**src/rtl/uart_tx_fifo.sv**
```systemverilog
// Byte FIFO that feeds a UART transmitter through a one-cycle start pulse and a busy handshake.
// Define UART_TX_FIFO_OVF_EN to add the overflow flag/counter ports (ovf_o, ovf_cnt_o).
`timescale 1ns/1ps
module uart_tx_fifo #(
  parameter int unsigned DEPTH_LOG2 = 4
) (
  input  logic                clk_i,
  input  logic                rst_i,
  input  logic [7:0]          s_data_i,
  input  logic                s_valid_i,
  output logic                s_ready_o,
  output logic [7:0]          tx_data_o,
  output logic                tx_en_o,
  input  logic                tx_busy_i,
  output logic [DEPTH_LOG2:0] fifo_level_o,
  output logic                fifo_empty_o,
  output logic                fifo_full_o
`ifdef UART_TX_FIFO_OVF_EN
  ,
  output logic                ovf_o,
  output logic [7:0]          ovf_cnt_o
`endif
);

  localparam int unsigned DEPTH = 1 << DEPTH_LOG2;
  localparam logic [DEPTH_LOG2:0] LEVEL_FULL = {1'b1, {DEPTH_LOG2{1'b0}}};

  typedef enum logic [2:0] {
    IDLE,
    LOAD,
    START,
    WAIT_BUSY,
    WAIT_DONE
  } state_t;

  state_t                  state_reg;
  state_t                  state_next;
  logic [7:0]              mem [DEPTH];
  logic [DEPTH_LOG2-1:0]   wr_ptr_reg;
  logic [DEPTH_LOG2-1:0]   rd_ptr_reg;
  logic [DEPTH_LOG2:0]     level_reg;
  logic [7:0]              tx_data_reg;
  logic                    tx_en_reg;
  logic                    push;
  logic                    pop;

  assign fifo_level_o = level_reg;
  assign fifo_empty_o = (level_reg == '0);
  assign fifo_full_o  = (level_reg == LEVEL_FULL);
  assign s_ready_o    = !fifo_full_o;
  assign push         = s_valid_i && s_ready_o;
  assign tx_data_o    = tx_data_reg;
  assign tx_en_o      = tx_en_reg;

  // Storage carries no reset so it maps onto block RAM; level alone decides validity.
  always_ff @(posedge clk_i) begin
    if (push) begin
      mem[wr_ptr_reg] <= s_data_i;
    end
  end

  always_ff @(posedge clk_i or posedge rst_i) begin
    if (rst_i) begin
      wr_ptr_reg <= '0;
      rd_ptr_reg <= '0;
      level_reg  <= '0;
    end else begin
      if (push) begin
        wr_ptr_reg <= wr_ptr_reg + 1'b1;
      end
      if (pop) begin
        rd_ptr_reg <= rd_ptr_reg + 1'b1;
      end
      if (push && !pop) begin
        level_reg <= level_reg + 1'b1;
      end else if (pop && !push) begin
        level_reg <= level_reg - 1'b1;
      end
    end
  end

  always_ff @(posedge clk_i or posedge rst_i) begin
    if (rst_i) begin
      state_reg <= IDLE;
    end else begin
      state_reg <= state_next;
    end
  end

  always_comb begin
    state_next = state_reg;
    pop        = 1'b0;
    case (state_reg)
      IDLE: begin
        if (!fifo_empty_o && !tx_busy_i) begin
          pop        = 1'b1;
          state_next = LOAD;
        end
      end
      LOAD:      state_next = START;
      START:     state_next = WAIT_BUSY;
      WAIT_BUSY: begin
        if (tx_busy_i) begin
          state_next = WAIT_DONE;
        end
      end
      WAIT_DONE: begin
        if (!tx_busy_i) begin
          state_next = IDLE;
        end
      end
      default:   state_next = IDLE;
    endcase
  end

  // The data register only changes on a pop, so it holds for the whole frame.
  always_ff @(posedge clk_i or posedge rst_i) begin
    if (rst_i) begin
      tx_data_reg <= 8'h00;
      tx_en_reg   <= 1'b0;
    end else begin
      tx_en_reg <= (state_next == START);
      if (pop) begin
        tx_data_reg <= mem[rd_ptr_reg];
      end
    end
  end

`ifdef UART_TX_FIFO_OVF_EN
  logic       ovf_reg;
  logic [7:0] ovf_cnt_reg;

  always_ff @(posedge clk_i or posedge rst_i) begin
    if (rst_i) begin
      ovf_reg     <= 1'b0;
      ovf_cnt_reg <= 8'h00;
    end else if (s_valid_i && fifo_full_o) begin
      ovf_reg <= 1'b1;
      if (ovf_cnt_reg != 8'hFF) begin
        ovf_cnt_reg <= ovf_cnt_reg + 8'd1;
      end
    end
  end

  assign ovf_o     = ovf_reg;
  assign ovf_cnt_o = ovf_cnt_reg;
`else
  // Pushes against a full FIFO are dropped without any record.
`endif

  a_tx_en_single: assert property (@(posedge clk_i) disable iff (rst_i) tx_en_o |=> !tx_en_o);
  a_level_range:  assert property (@(posedge clk_i) disable iff (rst_i) level_reg <= LEVEL_FULL);

endmodule

```
**config.mk**
```make
export PLATFORM = sky130hd
export DESIGN_NAME = uart_tx_fifo
export DESIGN_NICKNAME = d
export VERILOG_FILES = /design/src/rtl/uart_tx_fifo.sv
export SDC_FILE = /design/constraint.sdc
export NUM_CORES = 1
export LEC_CHECK = 0
export CAP_MARGIN = 20
export CORE_MARGIN = 5
export CORE_UTILIZATION = 55
export CTS_BUF_LIST = sky130_fd_sc_hd__clkbuf_8
export CTS_CLUSTER_SIZE = 8
export DETAILED_ROUTE_END_ITERATION = 10
export GPL_ROUTABILITY_DRIVEN = 0
export PLACE_DENSITY = 0.74
export RECOVER_POWER = 100
export SYNTH_ARGS = -nofsm -noshare
export SYNTH_HDL_FRONTEND = slang
export SYNTH_SLANG_ARGS = --single-unit
```
**constraint.sdc**
```tcl
create_clock -name clk_i -period 6.3 [get_ports clk_i]
set_input_delay 0.63 -clock clk_i [delete_from_list [all_inputs] [get_ports clk_i]]
set_output_delay 0.63 -clock clk_i [all_outputs]
set_load 0.05 [all_outputs]
```
Yosys cells after proc, flatten, opt, wreduce, memory -nomap -nowiden
Memories as Yosys holds them, arrays and structs flattened. A register that Yosys moved wholly into a read port is not among the register bits. Index checks and enable logic that the tools add are counted.

$add $sub $neg: 4. Equal/unequal tests: 6. Multiplexer cells: 10. Reductions and logical operators: 12.

Operators with widths (count): $pmux 3 s5 (1); $mux 5 (2); $eq 3x2->1 const B (3); $mux 3 (3); $add 4x1->4 const B (2); $add 5x1->5 const B (1); $eq 5x5->1 const B (1); $logic_not 1->1 (5); $logic_not 5->1 (1); $sub 5x1->5 const B (1); $logic_and 1x1->1 (4); $mux 1 (4); $eq 3x1->1 const B (1); $eq 3x3->1 const B (1); $logic_not 3->1 (1); $reduce_bool 2->1 (1).

Flip-flop bits (word level): 17. RAM bits: 128. Input port bits: 12. Output and inout bits: 17. Memories kept: 1.

Memory list: mem (depth 16, bits a word 8, read ports 1, clocked after memory_dff 1, write ports 1, RTL line 38) `logic [7:0] mem [DEPTH];`.

Depth between registers and ports, before layout
Gate-level depths: netlist of the first run.

Depth in word-level cells: 8. Mapped depth: 11. Gate-level depth less buffers: 10.

Worst setup path before layout of the first run
No wires, ideal clock.

Path kind: register to register. From: register level_reg[0], in the netlist fifo_level_o[0]. To: register level_reg[4], in the netlist fifo_level_o[4]. Setup time: 0.144 ns. Arrival time: 2.781 ns. Data required time: 6.156 ns. Setup slack: 3.375 ns. Cell stages (with the launch flop): 12. Path buffers: 1. Clock period less this slack: 2.925 ns. Path through: dfrtp_1 -> nor4_2 -> a21oi_2 -> buf_2 -> inv_1 -> ha_1 -> inv_1 -> fa_1 -> a21o_1 -> a21oi_1 -> mux2i_1 -> xnor2_1.

Word-level cells in the longest chain between the ends: 8. Elaborated cells between the ends (all ways): 17. Classes of those cells: add/sub: 2; eq/ne: 1; mux: 4; reduce/logical: 10.

Ends and longest elaborated chain: start, declared (RTL line 41) `logic [DEPTH_LOG2:0] level_reg;`; start signal, assigned (RTL line 75) `level_reg <= level_reg + 1'b1;`; start signal, assigned (RTL line 77) `level_reg <= level_reg - 1'b1;`; $logic_not 5->1 (RTL line 48) `assign fifo_empty_o = (level_reg == '0);`; $logic_not 1->1 (RTL line 95) `if (!fifo_empty_o && !tx_busy_i) begin`; $logic_and 1x1->1 (RTL line 95); $mux 1 (RTL line 95); $mux 1 (RTL line 93) `case (state_reg)`; $logic_not 1->1 (RTL line 74) `if (push && !pop) begin`; $logic_and 1x1->1 (RTL line 74); $mux 5 or $reduce_bool 2->1 (tied branches).

Several ways; a longest one is shown, not always the timed one. The select of a mux whose other input is x is not followed. A chain may end at the register's enable or synchronous reset.

Worst setup path in the final report of the first run
From: input port tx_busy_i. To: register level_reg[4], in the netlist fifo_level_o[4].

Word-level cells in the longest chain between the ends: 7. Elaborated cells between the ends (all ways): 9. Classes of those cells: mux: 3; reduce/logical: 6.

Ends and longest elaborated chain: start, declared (RTL line 14) `input logic tx_busy_i,`; $logic_not 1->1 (*); $logic_and 1x1->1 (*) (RTL line 95); $mux 1 (*) (RTL line 95); $mux 1 (*) (RTL line 93); $logic_not 1->1 (RTL line 74); $logic_and 1x1->1 (RTL line 74); $mux 5 or $reduce_bool 2->1 (tied branches).

Mark *: on every way between the ends. The rest lies on a longest branch, timed or not.

==> run metrics, run 1 <==
width of the die=116 µm; multiplexer area fraction after synthesis=14.5%; Max VDD drop=0.237 mV; Post-synth EDFFs=128; Final min period=4050 ps; Hold Path Class=reg -> reg; Final Setup Violations=0; diodes inserted=0; Root Driver=clkbuf_8; DRT Wirelength=11000 µm; Worst setup SP type=primary input; vias=3009; CTS tree=yes; Die H=116 µm; Hold Crit Endpoint=state_reg[0]$_DFF_PP0_; die area=0.0134 mm²; nets=382; row cnt=38; largest family of logic cells by synthesized area=multiplexers; Critical-path top delay cell=a21oi_1; Post-synth top flop=edfxtp_1; gr ovfl total=0; reg2reg end=fifo_level_o[4]$_DFFE_PP0P_; Mapped Area=0.00615 mm²; Area growth syn-to-layout=11.5%; Simple-Gate Fraction of Synth Area=3.66%; Least-Margin Pin Slew=1590 ps; Worst Hold Launch=state_reg[2]$_DFF_PP0_; GRT Overall Usage=18.1%; initial core utilization=56.5%; area share of the largest cell type after synthesis=62.5%; number of max-cap violations=1; WS Path Type=in -> reg; Netlist cell types=35; post-cts repair resize count=0; Cell Pwr Density=437 mW/mm²; # fillers=751; post-route cell area=0.00686 mm²; max_slew headroom=-5.75%; Largest register FFs=128; total CTS buffers=17; vias in the first global route=3212; Setup crit start=tx_busy_i; setup repair after global routing missed its margin=no; WL per Instance=21.6 µm; register area share after synthesis=72.6%; Clock H-tree levels=4; flop2flop setup slack=2490 ps; Synth Area in Adders=2.16%; CP bufs+invs=3; fin. max-slew vios=22; synthesized instance count=322; Seq cells post-synth=153; Synth Area in Compound Gates=3.56%; most frequent cells in the layout=edfxtp_1 (128), dlygate4sd3_1 (27), dfrtp_1 (24); Port-buffer cells=28; R2R depth=10; clock tree buffer depth=2; remaining antenna violation count=0; I/O pin count=29; Post-CTS Setup Inserts=0; share of post-route cells with drive strength above 1=15.6%; Post-Synth XOR/XNOR Area=1.42%; Avg Cell Area, Syn=19.1 µm²; number of remaining DRC errors=0; Overall Power=3.00 mW; top cells by area, synth=edfxtp_1 (62%), dfrtp_1 (10%), mux4_2 (7.0%); Iter 0 DRT Violations=210; cell chain of the critical path=dlygate4sd3_1 > or4_1 > a21oi_1 > inv_1 > ha_1 > inv_1 > ha_1 > a21o_1 > a21oi_1 > mux2i_1 > xnor2_1; violations in the final reports=capacitance limit, slew limit; Cell Area, Placed=0.00655 mm²; final-report hold violation count=0; Core ar.=0.0109 mm²; Tcrit/Tclk final=64.3%; vias per cell=5.89; Most flops, register=mem; first-pass GRT wire length=17600 µm; antenna violations before repair=0; Synth Warn #=0; Post-CTS Hold Fix Bufs=0; Setup Skew=11.6 ps; CP arrival=4410 ps; clock-pin slew on the worst setup and hold paths=80 ps; Top delay family on crit path=compound AO/OA/AOI/OAI gates; DRT Pass-1 Iters=5; worst path required time=6660 ps; worst hold stages=1; ys async rst share=16.3%; CP peak stage delay=1210 ps; P_leak=2.31 nW; CP Max Fanout=21; origin of the critical flop-to-flop path=state_reg[2]$_DFF_PP0_; Worst Setup End Kind=flip-flop; Final TNS setup=0 ps; Hold Slack=523 ps; status=finished with violations; largest net degree at the start of global routing=35; Yosys top cell by area=edfxtp_1; CTS sink cnt=153; Max Fclk=0.247 GHz; Detailed Place HPWL=6890 µm; worst-skew pair later-pin latency=430 ps; Syn Nets=344; commonest non-fill, non-tap cell in the layout=edfxtp_1
## report_power, final
group | internal [mW] | switching [mW]
sequential | 1.26 | 0.123
combinational | 0.424 | 0.570
clock | 0.296 | 0.321
total | 1.98 | 1.02
## Yosys cell counts, types with 2 or more instances
| library cell | number |
|---|---|
| o22ai_1 | 16 |
| edfxtp_1 | 128 |
| clkbuf_1 | 5 |
| nand2b_1 | 2 |
| o21ai_0 | 4 |
| buf_1 | 2 |
| and2_1 | 2 |
| buf_4 | 2 |
| ha_1 | 9 |
| a21oi_1 | 11 |
| mux4_1 | 13 |
| nor2_1 | 15 |
| a21o_1 | 2 |
| nor3_1 | 5 |
| mux4_2 | 19 |
| buf_2 | 2 |
| inv_1 | 8 |
| xnor2_1 | 9 |
| nand2_1 | 15 |
| mux2_2 | 10 |
| nand4_1 | 2 |
| dfrtp_1 | 25 |
| buf_6 | 4 |
## logic make-up (layout without fill, tap and decap cells)
logic type / after synthesis / in the layout
simple gates: 47 / 47
mux: 43 / 43
compound gates: 36 / 36
xor+xnor: 10 / 10
flops: 153 / 153
buf+inv: 23 / 72
fa+ha+maj: 10 / 10
## layer usage
| layer | global-route usage [%] | routed length, µm |
|---|---|---|
| met5 | 0 | 0 |
| met4 | 5.49 | 203 |
| met2 | 30.1 | 5540 |
| met1 | 24.1 | 4720 |
| met3 | 4.44 | 575 |
## area by class of cell
class,instances,area [µm²],share of cell area [%]
Clock inverter,13,88.8,1.29
Sequential cell,153,4470,65.2
Clock buffer,17,234,3.41
Tap cell,140,175,2.55
Inverter,8,30.0,0.438
Timing Repair Buffer,34,323,4.71
Multi-Input combinational cell,146,1540,22.4
## metrics by stage
step / cells / worst slack (ps) / utilization (%)
final: 511 / 2250 / 63.0
after global routing: 511 / 2010 / 63.0
after CTS: 510 / 2950 / 63.1
after global placement: 480 / 2600 / 60.2
after detailed placement: 480 / 2500 / 60.2
after floorplan: 322 / 3370 / -
## worst max path at each step
stage	slack (ps)	endpoint	cells after the start
global route	2010	fifo_level_o[4]$_DFFE_PP0P_	11
floorplan	3370	fifo_level_o[4]$_DFFE_PP0P_	11
global placement	2600	fifo_level_o[4]$_DFFE_PP0P_	11
CTS	2950	fifo_level_o[4]$_DFFE_PP0P_	11
finish	2250	fifo_level_o[4]$_DFFE_PP0P_	11
detailed placement	2500	fifo_level_o[4]$_DFFE_PP0P_	11
(Power assumes the default switching activity.)
==> inputs of run 2 (changes only) <==
==> constraint.sdc (replaced) <==
create_clock -name clk_i -period 3.9 [get_ports clk_i]
set_input_delay 0.39 -clock clk_i [delete_from_list [all_inputs] [get_ports clk_i]]
set_output_delay 0.39 -clock clk_i [all_outputs]
set_load 0.05 [all_outputs]
==> run 2 against run 1 <==
  * The run now ends clean
  * Via count up 0.27%
  * Critical path depth fell by 8
  * Combinational power increased by 54%
  * Highest routed layer unchanged
==> run metrics, run 2 (same netlist as run 1, synthesis figures left out) <==
status=finished clean; antenna violations before repair=0 (unchanged); Root Driver=clkbuf_8; vias per cell=5.85 (-0.71%); DRT Pass-1 Iters=4 (-1); P_leak=2.37 nW (+2.6%); clock tree buffer depth=2 (unchanged); Post-CTS Hold Fix Bufs=0 (unchanged); WL per Instance=21.9 µm (+1.3%); row cnt=38 (unchanged); Top delay family on crit path=simple AND/OR/NAND/NOR gates; Pint=3.37 mW (+70%); Final Core Density=63.9% (+0.86 points); Setup Skew=9.86 ps (-1.70 ps); Die H=116 µm (unchanged); Final Setup Violations=0 (unchanged); number of remaining DRC errors=0 (unchanged); gr ovfl total=0 (unchanged); Register Area=0.00447 mm² (unchanged); Gate power share=30.4% (-2.8 points); width of the die=116 µm (unchanged); initial core utilization=56.5% (unchanged); sw frac=33.1% (-0.79 points); Largest register FFs=128 (unchanged); dpl ws=986 ps (-1520 ps); CP peak stage delay=870 ps (-340 ps); placed cell count=483 (+0.63%); CTS sink cnt=153 (unchanged); switching power=1.66 mW (+64%); Port-buffer cells=28 (unchanged); CP bufs+invs=1 (-2); GRT Overall Usage=18.8% (+0.70 points); first-pass GRT wire length=18000 µm (+2.3%); Setup WS post-layout=688 ps (-1560 ps); clock-pin slew on the worst setup and hold paths=80 ps (about the same); post-cts repair resize count=0 (unchanged); # fillers=749 (-0.27%); area of the multi-input gates=0.00155 mm² (+0.73%); Final min period=3210 ps; Detailed Place HPWL=7200 µm (+4.4%); worst path required time=3510 ps (-3150 ps); Post-CTS Setup Inserts=0 (unchanged); post-route cell area=0.00695 mm² (+1.4%); Area growth syn-to-layout=13.0%; Critical-path top delay cell=dlygate4sd3_1; setup repair after global routing missed its margin=no; CTS tree=yes; cell chain of the critical path=nor4_1 > and2_1 > dlygate4sd3_1; remaining antenna violation count=0 (unchanged); Core ar.=0.0109 mm² (unchanged); largest net degree at the start of global routing=26 (-26%); nets=385 (+0.79%); Worst setup SP type=flip-flop; share of post-route cells with drive strength above 1=16.8% (+1.1 points); WS Path Type=reg -> out; Iter 0 DRT Violations=328 (+56%); worst-skew pair later-pin latency=440 ps (about the same); Clock H-tree levels=4 (unchanged); Cell Pwr Density=724 mW/mm² (+66%); I/O pin count=29 (unchanged); Final Non-Filler Cells=516 (+0.98%); total CTS buffers=17 (unchanged); DRT Wirelength=11300 µm (+2.3%); fin. max-slew vios=0 (-100%); Most flops, register=mem; Max VDD drop=0.465 mV (+96%); Hold Path Class=in -> async; die area=0.0134 mm² (unchanged); flop2flop setup slack=820 ps (-1670 ps); Tcrit/Tclk final=82.4%; Max Fclk=0.311 GHz; vias=3017 (+0.27%); max_slew headroom=37.3% (+43 points); clock network power share=23.7% (+3.1 points); number of max-cap violations=0 (-1); diodes inserted=0 (unchanged); Seq pwr share=45.8% (-0.5 points); commonest non-fill, non-tap cell in the layout=edfxtp_1; CP Max Fanout=5 (-76%); CP arrival=2820 ps (-1590 ps); most frequent cells in the layout=edfxtp_1 (128), dlygate4sd3_1 (26), dfrtp_1 (24); Least-Margin Pin Slew=941 ps (-645 ps); Worst Setup End Kind=output pin; Cell Area, Placed=0.00657 mm² (+0.34%); final-report hold violation count=0 (unchanged); vias in the first global route=3225 (+0.40%); Final TNS setup=0 ps (unchanged)
run 2: cell count changes in the layout (fill, tap and decap cells not counted), sizes merged:
cell           change
dlygate4sd3        -1
buf                +1
inv                +7
clkdlybuf4s50      +1
clkinv             -9
clkbuf             +4
bufinv             +2
run 2: cell type report:
type / count / area share, %
flip-flops and latches: 153 / 64.3
multi-input cells: 146 / 22.3
repair buffers: 37 / 4.68
clock buffers: 19 / 3.76
well taps: 140 / 2.52
clock inverters: 13 / 2.03
inverters: 8 / 0.432
run 2: worst reg2reg max path: cells and delay by family (launching register included):
family	cells	cell delay [ps]
AOI/OAI and AO/OA	3	630
xor gates and xnor gates	1	130
muxes	1	240
buffers and inverters	1	150
adders and majority gates	2	580
DFF	1	450
and+or+nand+nor	1	830
run 2: stage by stage:
step	power (mW)	hold slack, ps
floorplan	3.48	417
global placement	3.88	500
detailed placement	3.94	523
CTS	5.14	508
global route	5.31	379
finish	5.04	380
run 2: power by group through the flow:
stage               sequential (mW)  clock (mW)  combinational (mW)
detailed placement             2.35           0                1.59
floorplan                      2.43           0                1.05
global placement               2.33           0                1.55
finish                         2.31        1.20                1.53
global route                   2.35        1.30                1.66
CTS                            2.32        1.22                1.60
run 2: worst paths after layout:
path,to,start,cells after the start
setup / recovery,fifo_empty_o,fifo_level_o[0]$_DFFE_PP0P_,3
max in group asynchronous,wr_ptr_reg[1]$_DFFE_PP0P_,rst_i,3
hold / removal,tx_data_o[7]$_DFFE_PP0P_,rst_i,2
setup reg to reg,fifo_level_o[4]$_DFFE_PP0P_,fifo_level_o[0]$_DFFE_PP0P_,9
min in group clk_i,state_reg[0]$_DFF_PP0_,state_reg[2]$_DFF_PP0_,1
hold reg to reg,state_reg[0]$_DFF_PP0_,state_reg[2]$_DFF_PP0_,1
run 2: per-layer routing:
| layer | vias to the layer above | share of wire, % | routed length, µm | track usage (%) |
|---|---|---|---|---|
| li1 | 1368 | - | - | - |
| met1 | 1538 | 41 | 4670 | 25.1 |
| met2 | 98 | 51 | 5710 | 29.9 |
| met3 | 13 | 6.4 | 724 | 5.22 |
| met4 | 0 | 1.6 | 183 | 7.42 |
| met5 | - | 0 | 0 | 0 |
